**src/rtl/ball_ctrl.sv**
```systemverilog
// ball_ctrl: per-frame ball motion with perimeter-wall reflection and a registered ball raster bit.
module ball_ctrl #(
    parameter int BALL_SIZE = 8,
    parameter int STEP      = 2,
    parameter int X_LO      = 16,
    parameter int X_HI      = 624,
    parameter int Y_LO      = 16,
    parameter int Y_HI      = 464
) (
    input  logic       clk,
    input  logic       rst_n,
    input  logic [8:0] line,
    input  logic [9:0] pixel,
    input  logic       frame_tick,
    input  logic       run,
    input  logic       serve,
    output logic [9:0] ball_x,
    output logic [8:0] ball_y,
    output logic       BallRaster,
    output logic       hit_x,
    output logic       hit_y,
    output logic       busy
);
    typedef enum logic [1:0] {S_IDLE, S_STEP_X, S_STEP_Y, S_COMMIT} state_t;
    localparam logic [9:0] X_SERVE = 10'd316;
    localparam logic [8:0] Y_SERVE = 9'd236;
    state_t      state_q, state_d;
    logic [9:0]  ball_x_q, ball_x_d, nx_q, nx_d, x_nxt;
    logic [8:0]  ball_y_q, ball_y_d, ny_q, ny_d, y_nxt;
    logic        dx_q, dx_d, dy_q, dy_d, fx_q, fx_d, fy_q, fy_d;
    logic        hit_x_q, hit_x_d, hit_y_q, hit_y_d, raster_q, raster_d;
    logic [10:0] x_inc, y_inc;
    logic        x_over, x_under, x_hit, y_over, y_under, y_hit;
    // 11-bit intermediates keep the overrun tests free of wrap-around.
    assign x_inc   = 11'(ball_x_q) + 11'(STEP);
    assign x_over  = x_inc + 11'(BALL_SIZE - 1) > 11'(X_HI);
    assign x_under = 11'(ball_x_q) < 11'(X_LO + STEP);
    assign x_hit   = dx_q ? x_over : x_under;
    assign x_nxt   = dx_q ? (x_over ? 10'(X_HI - BALL_SIZE + 1) : x_inc[9:0])
                          : (x_under ? 10'(X_LO) : ball_x_q - 10'(STEP));
    assign y_inc   = 11'(ball_y_q) + 11'(STEP);
    assign y_over  = y_inc + 11'(BALL_SIZE - 1) > 11'(Y_HI);
    assign y_under = 11'(ball_y_q) < 11'(Y_LO + STEP);
    assign y_hit   = dy_q ? y_over : y_under;
    assign y_nxt   = dy_q ? (y_over ? 9'(Y_HI - BALL_SIZE + 1) : y_inc[8:0])
                          : (y_under ? 9'(Y_LO) : ball_y_q - 9'(STEP));
    assign raster_d = 11'(pixel) >= 11'(ball_x_q) && 11'(pixel) <= 11'(ball_x_q) + 11'(BALL_SIZE - 1) &&
                      11'(line) >= 11'(ball_y_q) && 11'(line) <= 11'(ball_y_q) + 11'(BALL_SIZE - 1);
    always_comb begin
        state_d  = state_q;
        ball_x_d = ball_x_q;
        ball_y_d = ball_y_q;
        nx_d     = nx_q;
        ny_d     = ny_q;
        dx_d     = dx_q;
        dy_d     = dy_q;
        fx_d     = fx_q;
        fy_d     = fy_q;
        hit_x_d  = 1'b0;
        hit_y_d  = 1'b0;
        case (state_q)
            S_IDLE:   state_d = (frame_tick && run) ? S_STEP_X : S_IDLE;
            S_STEP_X: begin
                nx_d    = x_nxt;
                fx_d    = x_hit;
                state_d = S_STEP_Y;
            end
            S_STEP_Y: begin
                ny_d    = y_nxt;
                fy_d    = y_hit;
                state_d = S_COMMIT;
            end
            default: begin
                ball_x_d = nx_q;
                ball_y_d = ny_q;
                dx_d     = dx_q ^ fx_q;
                dy_d     = dy_q ^ fy_q;
                hit_x_d  = fx_q;
                hit_y_d  = fy_q;
                fx_d     = 1'b0;
                fy_d     = 1'b0;
                state_d  = S_IDLE;
            end
        endcase
        if (serve) begin
            state_d  = S_IDLE;
            ball_x_d = X_SERVE;
            ball_y_d = Y_SERVE;
            dx_d     = 1'b1;
            dy_d     = 1'b1;
            fx_d     = 1'b0;
            fy_d     = 1'b0;
            hit_x_d  = 1'b0;
            hit_y_d  = 1'b0;
        end
    end
    always_ff @(posedge clk or negedge rst_n) begin
        if (!rst_n) begin
            state_q  <= S_IDLE;
            ball_x_q <= X_SERVE;
            ball_y_q <= Y_SERVE;
            nx_q     <= X_SERVE;
            ny_q     <= Y_SERVE;
            dx_q     <= 1'b1;
            dy_q     <= 1'b1;
            fx_q     <= 1'b0;
            fy_q     <= 1'b0;
            hit_x_q  <= 1'b0;
            hit_y_q  <= 1'b0;
            raster_q <= 1'b0;
        end else begin
            state_q  <= state_d;
            ball_x_q <= ball_x_d;
            ball_y_q <= ball_y_d;
            nx_q     <= nx_d;
            ny_q     <= ny_d;
            dx_q     <= dx_d;
            dy_q     <= dy_d;
            fx_q     <= fx_d;
            fy_q     <= fy_d;
            hit_x_q  <= hit_x_d;
            hit_y_q  <= hit_y_d;
            raster_q <= raster_d;
        end
    end
    assign ball_x     = ball_x_q;
    assign ball_y     = ball_y_q;
    assign BallRaster = raster_q;
    assign hit_x      = hit_x_q;
    assign hit_y      = hit_y_q;
    assign busy       = state_q != S_IDLE;
endmodule

```
**config.mk**
```make
export PLATFORM = sky130hd
export DESIGN_NAME = ball_ctrl
export DESIGN_NICKNAME = d
export VERILOG_FILES = /design/src/rtl/ball_ctrl.sv
export SDC_FILE = /design/constraint.sdc
export NUM_CORES = 1
export LEC_CHECK = 0
export ABC_AREA = 1
export BUFFER_PORTS_ARGS = -buffer_cell sky130_fd_sc_hd__buf_2
export CAP_MARGIN = 20
export CELL_PAD_IN_SITES_DETAIL_PLACEMENT = 1
export CELL_PAD_IN_SITES_GLOBAL_PLACEMENT = 1
export CORE_ASPECT_RATIO = 0.75
export CORE_UTILIZATION = 48
export DETAILED_ROUTE_END_ITERATION = 8
export HOLD_SLACK_MARGIN = 0.03
export PLACE_DENSITY_LB_ADDON = 0.1
export SYNTH_ARGS = -nofsm -noshare
export SYNTH_HDL_FRONTEND = slang
export SYNTH_SLANG_ARGS = --single-unit
```
**constraint.sdc**
```tcl
create_clock -name clk -period 6.2 [get_ports clk]
set_input_delay 0 -clock clk [delete_from_list [all_inputs] [get_ports clk]]
set_output_delay 0 -clock clk [all_outputs]
set_load 0.005 [all_outputs]
```
==> flow_summary.yaml <==
clock_tree:
  cts_tree: "built"
  clock-root-buffer: "sky130_fd_sc_hd__clkbuf_16"
  htree_levels: 2
  ctsLongestPathBuffers: 2
  clock_latency_ns: 0.29
  cts_buffers: 5
  clkSinkCount: 47
  path_clk_slew_ns: 0.07
  postCtsSetupBuffers: 0
worst_setup_path:
  worst-endpoint-required_ns: 6.43
  critical_path_fanouts_max: 6
  worstPathArrival_ns: 3.14
  timing.critical_path.slowest_cell_delay_ns: 0.47
  crit-reg2reg-launch: "ball_x[0]$_DFFE_PN0P_"
  cp-start-kind: "flop"
  r2r-end: "BallRaster$_DFF_PN0_"
  endpoint_kind: "flop"
  rrSetupSlack_ns: 3.29
  criticalPathCategory: "flop to flop"
  critical_path.slowest_cell: "sky130_fd_sc_hd__dfrtp_1"
  r2r.worst_path.cells: 15
  cp_cell_sequence: "inv_1 -> ha_1 -> a21oi_1 -> inv_1 -> nor2_1 -> xor2_1 -> ha_1 -> a21oi_1 -> o21ai_0 -> a21oi_1 -> o21ai_0 -> and2_1 -> o21ai_0 -> nand3_1 -> nor2_1"
worst_hold_path:
  whs_endpoint: "BallRaster$_DFF_PN0_"
  hold_path_depth: 5
  worstHoldStart: "pixel[9]"
  worst_hold_path_type: "input pin to flop"
die:
  die_w_um: 114.3
  core_region_area_mm2: 0.009121
  die-height_um: 86.23
  floorplan.io_pins: 47
  start_util: 0.4978
  std_cell_rows: 30
  die_area_mm2: 0.009857
logic_synthesis:
  netlist-cell-type-count: 45
  synthesis.instances: 623
  avgSynthCellArea_um2: 7.288
  synth.ff_latch_count: 47
  net_count_after_synthesis: 703
  synth.cell_area_mm2: 0.004541
  proportion_of_synthesized_chip_area_in_sequential_cells: 0.2651
  synth.yosys.warnings: 0
run:
  drv_cap: 0
drt:
  routed_wirelength_um: 14290
  post_drt_wl_per_cell_um: 17.88
  initialDrtViolationCount: 286
  post-route-drc-count: 0
  drtAntennaViolNets: 0
  drtPass1Iterations: 5
  routed_via_density: 5.593
  dr_total_vias: 4469
place:
  dp.final_hpwl_um: 11330
  routabilityCongestion: 0.8944
  placed_area_mm2: 0.004875
  io_buffer_count: 46
  post-place-ws_ns: 3.357
  total_instance_count_after_detailed_placement: 788
power:
  power.density_mw_per_mm2: 166.5
  power.ir.vdd_worst_mv: 0.1105
  netSwitchingFraction: 0.3187
  leakage_dissipation_nw: 2.596
  intPower_uw: 572.8
  p_switching_uw: 268.0
  p_comb_frac: 0.212
  pwr-share-clk: 0.336
  post-layout-total-power_uw: 840.7
  power.sequential.fraction: 0.452
timing:
  slew_limit_fails: 0
  maximum_frequency_from_static_timing_analysis_ghz: 0.3438
  holdWs_ns: 0.1745
  report.final.hold_viol_count: 0
  min_period_ns: 2.908
  finalWorstSetupSlack_ns: 3.292
  slew_headroom: 0.2460
  layout_worst_path_cycle_share: 0.4691
  grt_setup_unrepaired: "no"
  setup_viol: 0
  worst-slew-pin-transition_ns: 1.127
  fin_worst_skew_ns: 0.006486
  setup_tns_ns: 0
finish:
  drive_gt1_frac: 0.2191
  final_cell_mix: "sky130_fd_sc_hd__nand2_1 (131), sky130_fd_sc_hd__nor2_1 (74), sky130_fd_sc_hd__inv_1 (62), sky130_fd_sc_hd__ha_1 (56)"
  number_of_fillers_in_the_final_layout: 1210
  finish.utilization: 0.5536
  flow.area_growth_from_synthesis_pct: 11.22
  commonest_non_fill_non_tap_cell_in_the_layout: "sky130_fd_sc_hd__nand2_1"
  nets: 750
  final_area_mm2: 0.005050
  diodes_inserted: 0
  finish.cell_count_without_fillers: 799
global_routing:
  antenna_found_initial: 0
  global_route.usage.total: 0.3008
  grt_pass1_vias: 4356
  grt_overflow: 0
  pin_count_of_the_biggest_net_entering_global_routing: 48
  grt_first_pass_wirelength_um: 22770
status:
  outcome: "finished clean"
==> registers in the layout, summed over array words and instances (netlist names) <==
name,flops
ball_x,10
hit_x,1
fy_q,1
ny_q,9
state_q,2
hit_y,1
dy_q,1
fx_q,1
BallRaster,1
dx_q,1
nx_q,10
ball_y,9
==> worst max-delay path: cells and delay by family, from the launching register on <==
| family | cells | cell delay [ns] |
|---|---|---|
| buffers and inverters | 2 | 0.26 |
| AO/OA/AOI/OAI | 6 | 0.79 |
| XOR/XNOR | 1 | 0.21 |
| adder cells (fa/ha/maj) | 2 | 0.54 |
| flip-flops | 1 | 0.47 |
| AND/OR/NAND/NOR | 4 | 0.58 |
==> cell usage after synthesis, drive strengths merged <==
| library cell | number | area [um^2] |
|---|---|---|
| a211oi | 1 | 7.510 |
| a21oi | 54 | 307.8 |
| a221oi | 1 | 8.760 |
| a31oi | 3 | 18.77 |
| and2 | 1 | 6.260 |
| buf | 6 | 48.79 |
| clkbuf | 4 | 15.01 |
| clkinv | 2 | 7.510 |
| dfrtp | 25 | 625.6 |
| dfstp | 22 | 578.1 |
| ha | 56 | 700.7 |
| inv | 76 | 290.3 |
| nand2 | 155 | 686.9 |
| nand3 | 44 | 257.8 |
| nand3b | 2 | 15.01 |
| nand4 | 9 | 71.32 |
| nor2 | 88 | 414.2 |
| nor3 | 8 | 50.05 |
| nor4 | 4 | 25.02 |
| o2111ai | 1 | 8.760 |
| o211ai | 2 | 15.01 |
| o21a | 1 | 7.510 |
| o21ai | 36 | 187.7 |
| o21bai | 1 | 7.510 |
| o221ai | 1 | 8.760 |
| o22ai | 2 | 12.51 |
| o31a | 1 | 8.760 |
| xnor2 | 3 | 26.28 |
| xor2 | 14 | 122.6 |
==> kinds of logic (layout without fill, tap and decap cells) <==
kind of cell	count (synthesis)	after routing	share of synthesized area
adders and majority gates	56	56	0.1543
AOI/OAI and AO/OA	104	104	0.1320
DFF	47	47	0.2651
and+or+nand+nor	311	311	0.3362
buffers and inverters	88	136	0.07963
xor gates and xnor gates	17	17	0.03279
==> timing repair <==
action,4_1_cts,5_1_grt
setup endpoints to repair,0,0
hold buffers,3,0
resized for setup,0,0
endpoints found under the hold margin,29,0
==> how the worst max path moves through the flow <==
stage | end | startpoint | slack [ns]
floorplan | BallRaster$_DFF_PN0_ | ball_x[1]$_DFFE_PN0P_ | 3.73
global placement | BallRaster$_DFF_PN0_ | ball_x[1]$_DFFE_PN0P_ | 3.57
detailed placement | BallRaster$_DFF_PN0_ | ball_x[0]$_DFFE_PN0P_ | 3.36
CTS | BallRaster$_DFF_PN0_ | ball_x[0]$_DFFE_PN0P_ | 3.33
global route | BallRaster$_DFF_PN0_ | ball_x[0]$_DFFE_PN0P_ | 3.05
finish | BallRaster$_DFF_PN0_ | ball_x[0]$_DFFE_PN0P_ | 3.29
==> routing by layer <==
| layer | vias to the layer above | part of all wire | track usage |
|---|---|---|---|
| met2 | 127 | 0.42 | 0.4556 |
| met5 | - | 0 | 0 |
| met4 | 0 | 0.0092 | 0.05785 |
| met1 | 2185 | 0.52 | 0.4594 |
| li1 | 2143 | - | - |
| met3 | 14 | 0.046 | 0.03566 |
==> power by group through the flow <==
stage	combinational, mW	sequential, mW	clock [mW]
6_report	0.178	0.380	0.282
5_1_grt	0.203	0.385	0.293
4_1_cts	0.179	0.379	0.285
3_5_place_dp	0.176	0.385	0
3_3_place_gp	0.166	0.382	0
2_1_floorplan	0.122	0.377	0
==> layout make-up <==
class	instances	area, um^2	area share
multi-input combinational	488	2975	0.5892
sequential	47	1204	0.2384
inverter	78	297.8	0.05897
timing repair buffer	50	267.8	0.05302
tap	128	160.2	0.03171
clock buffer	6	128.9	0.02552
clock inverter	2	16.27	0.003221
No activity file was read; power rests on OpenSTA's default activity.
